`src/rtl/pipe_pkg.sv`:
```
// Shared pipeline-register definitions: occupancy state encoding and the
// default bubble (NOP) instruction used by all inter-stage registers.
package pipe_pkg;

  typedef enum logic [1:0] {
    ST_EMPTY = 2'd0,
    ST_ONE   = 2'd1,
    ST_TWO   = 2'd2
  } occ_e;

  localparam logic [31:0] NOP_INS = 32'h0000_0000;

endpackage

```
`src/rtl/if_id_skid_reg_if.sv`:
```
// Fetch-to-decode handshake bundle; master is the fetch/decode environment,
// slave is the skid register stage.
interface if_id_skid_reg_if #(
  parameter int PC_W  = 32,
  parameter int INS_W = 32
);

  logic             in_valid;
  logic             in_ready;
  logic [PC_W-1:0]  in_pc;
  logic [INS_W-1:0] in_ins;
  logic             out_valid;
  logic             out_ready;
  logic [PC_W-1:0]  out_pc;
  logic [INS_W-1:0] out_ins;
  logic [1:0]       occupancy;

  modport master (
    output in_valid, in_pc, in_ins, out_ready,
    input  in_ready, out_valid, out_pc, out_ins,
    input  occupancy
  );

  modport slave (
    input  in_valid, in_pc, in_ins, out_ready,
    output in_ready, out_valid, out_pc, out_ins,
    output occupancy
  );

endinterface

```
`src/rtl/sat_counter.sv`:
```
// Width-parametrised saturating up-counter with synchronous clear.
module sat_counter #(
  parameter int W = 16
) (
  input  logic         clk,
  input  logic         clr_i,
  input  logic         en_i,
  output logic [W-1:0] cnt_o
);

  logic [W-1:0] cnt_q;

  always_ff @(posedge clk) begin
    if (clr_i) begin
      cnt_q <= '0;
    end else if (en_i && (cnt_q != '1)) begin
      cnt_q <= cnt_q + W'(1);
    end
  end

  assign cnt_o = cnt_q;

endmodule

```
`src/rtl/if_id_skid_reg.sv`:
```
// IF/ID skid-buffer pipeline register with registered in_ready.
// Optional statistics counters are built when IF_ID_STATS_EN is defined.
module if_id_skid_reg
  import pipe_pkg::*;
#(
  parameter int               PC_W       = 32,
  parameter int               INS_W      = 32,
  parameter logic [INS_W-1:0] BUBBLE_INS = INS_W'(NOP_INS),
  parameter int               CNT_W      = 16
) (
  input  logic              clk,
  input  logic              reset,
  input  logic              flush,
`ifdef IF_ID_STATS_EN
  output logic [CNT_W-1:0]  stall_cnt,
  output logic [CNT_W-1:0]  flush_cnt,
`endif
  if_id_skid_reg_if.slave   bus
);

  occ_e             state_q, state_d;
  logic             in_ready_q;
  logic [PC_W-1:0]  main_pc_q, skid_pc_q;
  logic [INS_W-1:0] main_ins_q, skid_ins_q;

  logic out_valid;
  logic in_xfer, out_xfer;
  logic ld_main_in, ld_skid_in, ld_main_skid;

  assign out_valid = (state_q != ST_EMPTY);
  assign in_xfer   = bus.in_valid & in_ready_q;
  assign out_xfer  = out_valid & bus.out_ready;

  always_comb begin
    state_d = state_q;
    unique case (state_q)
      ST_EMPTY: if (in_xfer) state_d = ST_ONE;
      ST_ONE: begin
        if (out_xfer && !in_xfer) state_d = ST_EMPTY;
        if (in_xfer && !out_xfer) state_d = ST_TWO;
      end
      ST_TWO:   if (out_xfer) state_d = ST_ONE;
      default:  state_d = ST_EMPTY;
    endcase
    if (flush) state_d = ST_EMPTY;
  end

  // Data only moves on transitions that carry an entry; flush blocks all.
  always_comb begin
    ld_main_in   = 1'b0;
    ld_skid_in   = 1'b0;
    ld_main_skid = 1'b0;
    if (!flush) begin
      unique case (1'b1)
        (state_q == ST_EMPTY): ld_main_in = in_xfer;
        (state_q == ST_ONE): begin
          ld_main_in = in_xfer & out_xfer;
          ld_skid_in = in_xfer & ~out_xfer;
        end
        (state_q == ST_TWO): ld_main_skid = out_xfer;
        default: ;
      endcase
    end
  end

  always_ff @(posedge clk) begin
    if (reset) begin
      state_q    <= ST_EMPTY;
      in_ready_q <= 1'b1;
      main_pc_q  <= '0;
      main_ins_q <= BUBBLE_INS;
      skid_pc_q  <= '0;
      skid_ins_q <= BUBBLE_INS;
    end else begin
      state_q    <= state_d;
      in_ready_q <= (state_d != ST_TWO);
      if (ld_main_in) begin
        main_pc_q  <= bus.in_pc;
        main_ins_q <= bus.in_ins;
      end else if (ld_main_skid) begin
        main_pc_q  <= skid_pc_q;
        main_ins_q <= skid_ins_q;
      end
      if (ld_skid_in) begin
        skid_pc_q  <= bus.in_pc;
        skid_ins_q <= bus.in_ins;
      end
    end
  end

  assign bus.in_ready  = in_ready_q;
  assign bus.out_valid = out_valid;
  assign bus.out_pc    = main_pc_q;
  assign bus.out_ins   = out_valid ? main_ins_q
                                   : BUBBLE_INS;
  assign bus.occupancy = state_q;

  if (CNT_W < 1) begin : g_bad_cnt_w
    $error("CNT_W must be at least 1");
  end

`ifdef IF_ID_STATS_EN
  sat_counter #(.W(CNT_W)) u_stall_cnt (
    .clk   (clk),
    .clr_i (reset),
    .en_i  (out_valid & ~bus.out_ready),
    .cnt_o (stall_cnt)
  );

  sat_counter #(.W(CNT_W)) u_flush_cnt (
    .clk   (clk),
    .clr_i (reset),
    .en_i  (flush),
    .cnt_o (flush_cnt)
  );
`endif

endmodule
```
`src/flat_wrapper.sv`:
```
// flat-port wrapper written by rule: the top's interface ports become plain ports
module if_id_skid_reg_flat import pipe_pkg::*;
#(
  parameter int               PC_W       = 32,
  parameter int               INS_W      = 32,
  parameter logic [INS_W-1:0] BUBBLE_INS = INS_W'(NOP_INS),
  parameter int               CNT_W      = 16
)
  (clk, reset, flush, bus_in_valid, bus_in_pc, bus_in_ins, bus_out_ready, bus_in_ready, bus_out_valid, bus_out_pc, bus_out_ins, bus_occupancy);
  if_id_skid_reg_if #(.PC_W(PC_W), .INS_W(INS_W)) bus_i ();
  input  logic clk;
  input  logic reset;
  input  logic flush;
  input wire logic [$bits(bus_i.in_valid)-1:0] bus_in_valid;
  input wire logic [$bits(bus_i.in_pc)-1:0] bus_in_pc;
  input wire logic [$bits(bus_i.in_ins)-1:0] bus_in_ins;
  input wire logic [$bits(bus_i.out_ready)-1:0] bus_out_ready;
  output wire logic [$bits(bus_i.in_ready)-1:0] bus_in_ready;
  output wire logic [$bits(bus_i.out_valid)-1:0] bus_out_valid;
  output wire logic [$bits(bus_i.out_pc)-1:0] bus_out_pc;
  output wire logic [$bits(bus_i.out_ins)-1:0] bus_out_ins;
  output wire logic [$bits(bus_i.occupancy)-1:0] bus_occupancy;
  assign bus_i.in_valid = bus_in_valid;
  assign bus_i.in_pc = bus_in_pc;
  assign bus_i.in_ins = bus_in_ins;
  assign bus_i.out_ready = bus_out_ready;
  assign bus_in_ready = bus_i.in_ready;
  assign bus_out_valid = bus_i.out_valid;
  assign bus_out_pc = bus_i.out_pc;
  assign bus_out_ins = bus_i.out_ins;
  assign bus_occupancy = bus_i.occupancy;
  if_id_skid_reg #(.PC_W(PC_W), .INS_W(INS_W), .BUBBLE_INS(BUBBLE_INS), .CNT_W(CNT_W)) u_core (.clk(clk), .reset(reset), .flush(flush), .bus(bus_i));
endmodule
```
`config.mk`:
```
export PLATFORM = sky130hd
export DESIGN_NAME = if_id_skid_reg_flat
export DESIGN_NICKNAME = d
export VERILOG_FILES = /design/src/rtl/pipe_pkg.sv /design/src/rtl/if_id_skid_reg_if.sv /design/src/rtl/sat_counter.sv /design/src/rtl/if_id_skid_reg.sv /design/src/flat_wrapper.sv
export SDC_FILE = /design/constraint.sdc
export NUM_CORES = 1
export LEC_CHECK = 0
export ABC_AREA = 0
export BUFFER_PORTS_ARGS = -buffer_cell sky130_fd_sc_hd__buf_2
export CAP_MARGIN = 20
export CORE_MARGIN = 2
export CORE_UTILIZATION = 57
export CTS_CLUSTER_SIZE = 40
export DETAILED_ROUTE_END_ITERATION = 6
export GPL_TIMING_DRIVEN = 0
export PLACE_DENSITY = 0.94
export SETUP_SLACK_MARGIN = 0.05
export SLEW_MARGIN = 20
export SYNTH_ARGS = -nofsm -noshare
export SYNTH_HDL_FRONTEND = slang
export SYNTH_SLANG_ARGS = --single-unit
export TNS_END_PERCENT = 5
```
`constraint.sdc`:
```
create_clock -name clk -period 4.8 [get_ports clk]
set_input_delay 0.48 -clock clk [delete_from_list [all_inputs] [get_ports clk]]
set_output_delay 0.48 -clock clk [all_outputs]
set_load 0.02 [all_outputs]
```
### Word-level counts from Yosys, hierarchy flattened

Cells that the tools add are included.

* equal/unequal tests: 3
* multiplexer cells: 17
* bitwise logic cells: 5
* reduce and logical (&&, ||, !) cells: 7

Operators by type and width (number)
* two-way mux 32 bit: 5
* two-way mux 2 bit: 5
* case mux 2 bit (3 select lines): 1
* two-way mux 1 bit: 5
* bitwise AND 1 bit: 4
* nonzero test 2 bit: 2
* equality test 2 x 1 -> 1 bit, second input constant: 1
* equality test 2 bit, second input constant: 1
* logical AND 1 bit: 2
* logical NOT 1 bit: 2
* logical NOT 2 bit: 1
* inequality test 2 bit, second input constant: 1
* case mux 1 bit (2 select lines): 1
* NOT 1 bit: 1

* register bits: 131
* input port bits: 69
* output and inout port bits: 68
* logic and storage cells: 38

### Longest topological paths before layout

* depth after elaboration: 8
* gate-level depth with buffers: 6
* gate-level depth less buffers: 4

### Least setup slack after synthesis

OpenSTA, ideal clock, no wires.

* kind: reg2out
* start: register u_core.state_q[1], in the netlist u_core.bus.occupancy[1]
* end: output bus_out_ins[10]
* data arrival time: 1270 ps
* data required time: 4320 ps
* path slack: 3050 ps
* stages on the path, launching flop included: 4
* buffers on the path: 1
* cell sequence: dfxtp_1 -> nor2_1 -> clkbuf_1 -> nor2b_1

* cells in the longest elaborated chain, start to end: 2

Ends and longest elaborated chain
* start, declared: RTL line if_id_skid_reg.sv:21 `occ_e state_q, state_d;`
* start signal, assigned: RTL line if_id_skid_reg.sv:75 `state_q <= state_d;`
* nonzero test 2 bit: RTL line if_id_skid_reg.sv:30 `assign out_valid = (state_q != ST_EMPTY);`
* two-way mux 32 bit: RTL line if_id_skid_reg.sv:94 `assign bus.out_ins = out_valid ? main_ins_q`
* end, declared: RTL line flat_wrapper.sv:21 `output wire logic [$bits(bus_i.out_ins)-1:0] bus_out_ins;`

No other way between the ends.

### Final worst setup path

* start: register u_core.state_q[1], in the netlist u_core.bus.occupancy[1]
* end: output bus_out_ins[9]

Same word-level chain as after synthesis.

==> out/metrics.yaml <==
maxCapViolations: 0
dp_cells: 957
reg2reg_depth: 5
grt_pass1_vias: 5001
hold_start: "bus_in_pc[23]"
max_stage_delay_ns: 0.49
drt.antenna.violating_nets: 0
setup_violations: 0
initial_core_util_pct: 58.3
drv_slew: 0
crit_path_end_kind: "primary output"
cts_tree: "built"
seqPwrFrac_pct: 43.2
arrival_ns: 2.18
fin_area_mm2: 0.00706
synth_seq_cells: 131
vias: 5359
areaGrowthSynthToFinish_pct: 25.2
core_area_mm2: 0.00968
path_cells: "nor2_1 -> clkbuf_1 -> nor2b_1 -> buf_2"
hold_end: "u_core.skid_pc_q[23]"
cts.reportedPaths.clkPinSlew_ns: 0.06
h-tree-depth: 4
clockBufferDepth: 2
num_rows: 36
firstDrtPassIters: 5
wirelength_mm: 14.8
drtIter0Drc: 202
grt_usage_pct: 28.2
p_per_area_mw_per_mm2: 378
synth_area_mm2: 0.00564
r2r_start: "u_core.bus.occupancy[0]"
die_area_mm2: 0.0107
synthTopCellsByArea: "dfxtp_1, nand2_1, a311oi_2, a21oi_1, nor2_1"
worstPathRequired_ns: 4.32
ir_drop_mv: 0.207
finalCritPeriodShare_pct: 55.5
outcome: "finished clean"
startpoint_type: "flop"
postSynthCellCount: 689
synth-edff-count: 0
clock_sinks: 131
port_buffers: 135
post_dp_cell_area_mm2: 0.00648
drive_above_1_share_pct: 28.4
synth_fp_nets: 758
synth_top_cell_by_area: "dfxtp_1"
yosysUniqueCellTypes: 23
avgRoutedWirePerCell_um: 15.0
antenna_found_initial: 0
fin_tns_setup_ns: 0
ys_seq_area_share_pct: 46.5
hold_buffers: 0
cts-resized-gates: 0
min_period_ns: 2.66
cp_slowest_cell: "nor2_1"
die_y_um: 103
synth_commonest_cells: "nand2_1, dfxtp_1, nor2_1, a21oi_1, a311oi_2"
fin_cells: 989
hold_class: "input pin to flop"
synthFlopType: "dfxtp_1"
post-route-drc-count: 0
place_hpwl_mm: 10.3
clock.fmax_ghz: 0.375
io_pins: 137
maxSlewHeadroom_pct: 45.0
clkPwrFrac_pct: 47.0
numCtsBuffers: 17
hold_viol_final: 0
netSwitchingPower_uw: 680
worst_pin_slew_ns: 0.824
insertedDiodeCount: 0
pwr-share-comb_pct: 9.8
holdPathStages: 3
synth_top_area_share_pct: 46.5
rrSetupSlack_ns: 2.77
path_max_fanout: 10
clkLatencyLatePin_ns: 0.52
die_w_um: 103
setup.worst_path.class: "flop to primary output"
gp_congestion: 0.881
cts_setup_buffers: 0
fin_nets: 912
synth.most_common_cell: "nand2_1"
p_leak_uw: 0.00272
reg2reg_to: "u_core.skid_ins_q[11]"
p_int_uw: 1990
grt_pass1_wl_mm: 23.4
rsz0062_at_grt: "no"
grt_max_degree: 17
critPathTopFamily: "buffers and inverters"
grt_overflow_total: 0
yosysWarnings: 0
root_buffer: "clkbuf_8"
async_reset_ff_share_pct: 0
final_core_util_pct: 72.9
critical_path_buf_inv_count: 2
switching_share_pct: 25.5
vias_per_cell: 5.42
fin_skew_ns: 0.00809
syn_avg_cell_area_um2: 8.19
## per-stage QoR
stage	hold slack [ns]	setup WS, ns	total power (µW)
3_5_place_dp	0.447	2.65	1430
3_3_place_gp	0.441	2.67	1430
6_report	0.202	2.14	2670
5_1_grt	0.195	2.04	2750
4_1_cts	0.181	2.12	2680
2_1_floorplan	0.437	3.05	1340
## metal layers
layer / vias to the layer above / GRT usage, % / share of wire (%)
li1: 2626 / - / -
met1: 2489 / 34.8 / 43
met2: 209 / 47.0 / 48
met3: 35 / 7.46 / 6.6
met4: 0 / 11.2 / 2.4
met5: - / 0 / 0
## worst max-delay path by stage
stage / start / endpoint / slack, ns / cells after the start
global route: u_core.bus.occupancy[1] / bus_out_ins[9] / 2.04 / 4
floorplan: u_core.bus.occupancy[1] / bus_out_ins[10] / 3.05 / 3
detailed placement: bus_out_ready / u_core.skid_pc_q[16] / 2.65 / 6
finish: u_core.bus.occupancy[1] / bus_out_ins[9] / 2.14 / 4
CTS: u_core.bus.occupancy[1] / bus_out_ins[9] / 2.12 / 4
global placement: bus_out_ready / u_core.skid_ins_q[10] / 2.67 / 6
## worst reg2reg max path: cells and delay by family, from the launching register on
| kind | cells | cell delay, ns |
|---|---|---|
| and+or+nand+nor | 3 | 0.86 |
| AOI/OAI and AO/OA | 1 | 0.21 |
| buffers and inverters | 1 | 0.44 |
| DFF | 1 | 0.46 |
## power groups by stage
stage / combinational, µW / clock [µW] / sequential [µW]
floorplan: 142 / 0 / 1200
global placement: 253 / 0 / 1170
detailed placement: 258 / 0 / 1180
CTS: 260 / 1270 / 1150
global route: 284 / 1310 / 1160
finish: 261 / 1260 / 1150
## flip-flops by register name, indices dropped and copies added (netlist names)
| signal | cells |
|---|---|
| u_core.bus.in_ready | 1 |
| u_core.skid_ins_q | 32 |
| u_core.bus.out_pc | 32 |
| u_core.bus.occupancy | 2 |
| u_core.main_ins_q | 32 |
| u_core.skid_pc_q | 32 |
## logic make-up after synthesis
| kind of cell | Yosys count | share of synthesized area [%] |
|---|---|---|
| flops | 131 | 46.5 |
| compound gates | 133 | 21.0 |
| simple gates | 365 | 26.8 |
| buf+inv | 60 | 5.72 |
## area by class of cell
cell class	instances	area, µm²
Tap cell	133	166
Inverter	1	3.75
Timing Repair Buffer	135	676
Buffer	59	319
Multi-Input combinational cell	498	2700
Clock inverter	14	151
Sequential cell	131	2620
Clock buffer	18	428
Fill cell	713	2620
## placed cells by master (no fill, tap or decap), types with 2 or more instances in the layout
cell type,n
a21oi_1,66
a311oi_1,20
a311oi_2,44
buf_2,153
buf_4,2
buf_6,9
bufinv_16,2
clkbuf_1,30
clkbuf_16,16
clkbuf_8,2
clkinv_2,2
clkinvlp_4,5
dfxtp_1,131
inv_6,4
nand2_1,257
nor2_1,67
nor2b_1,32
or4_1,2
Note: power is estimated with default switching activity, not from simulation.
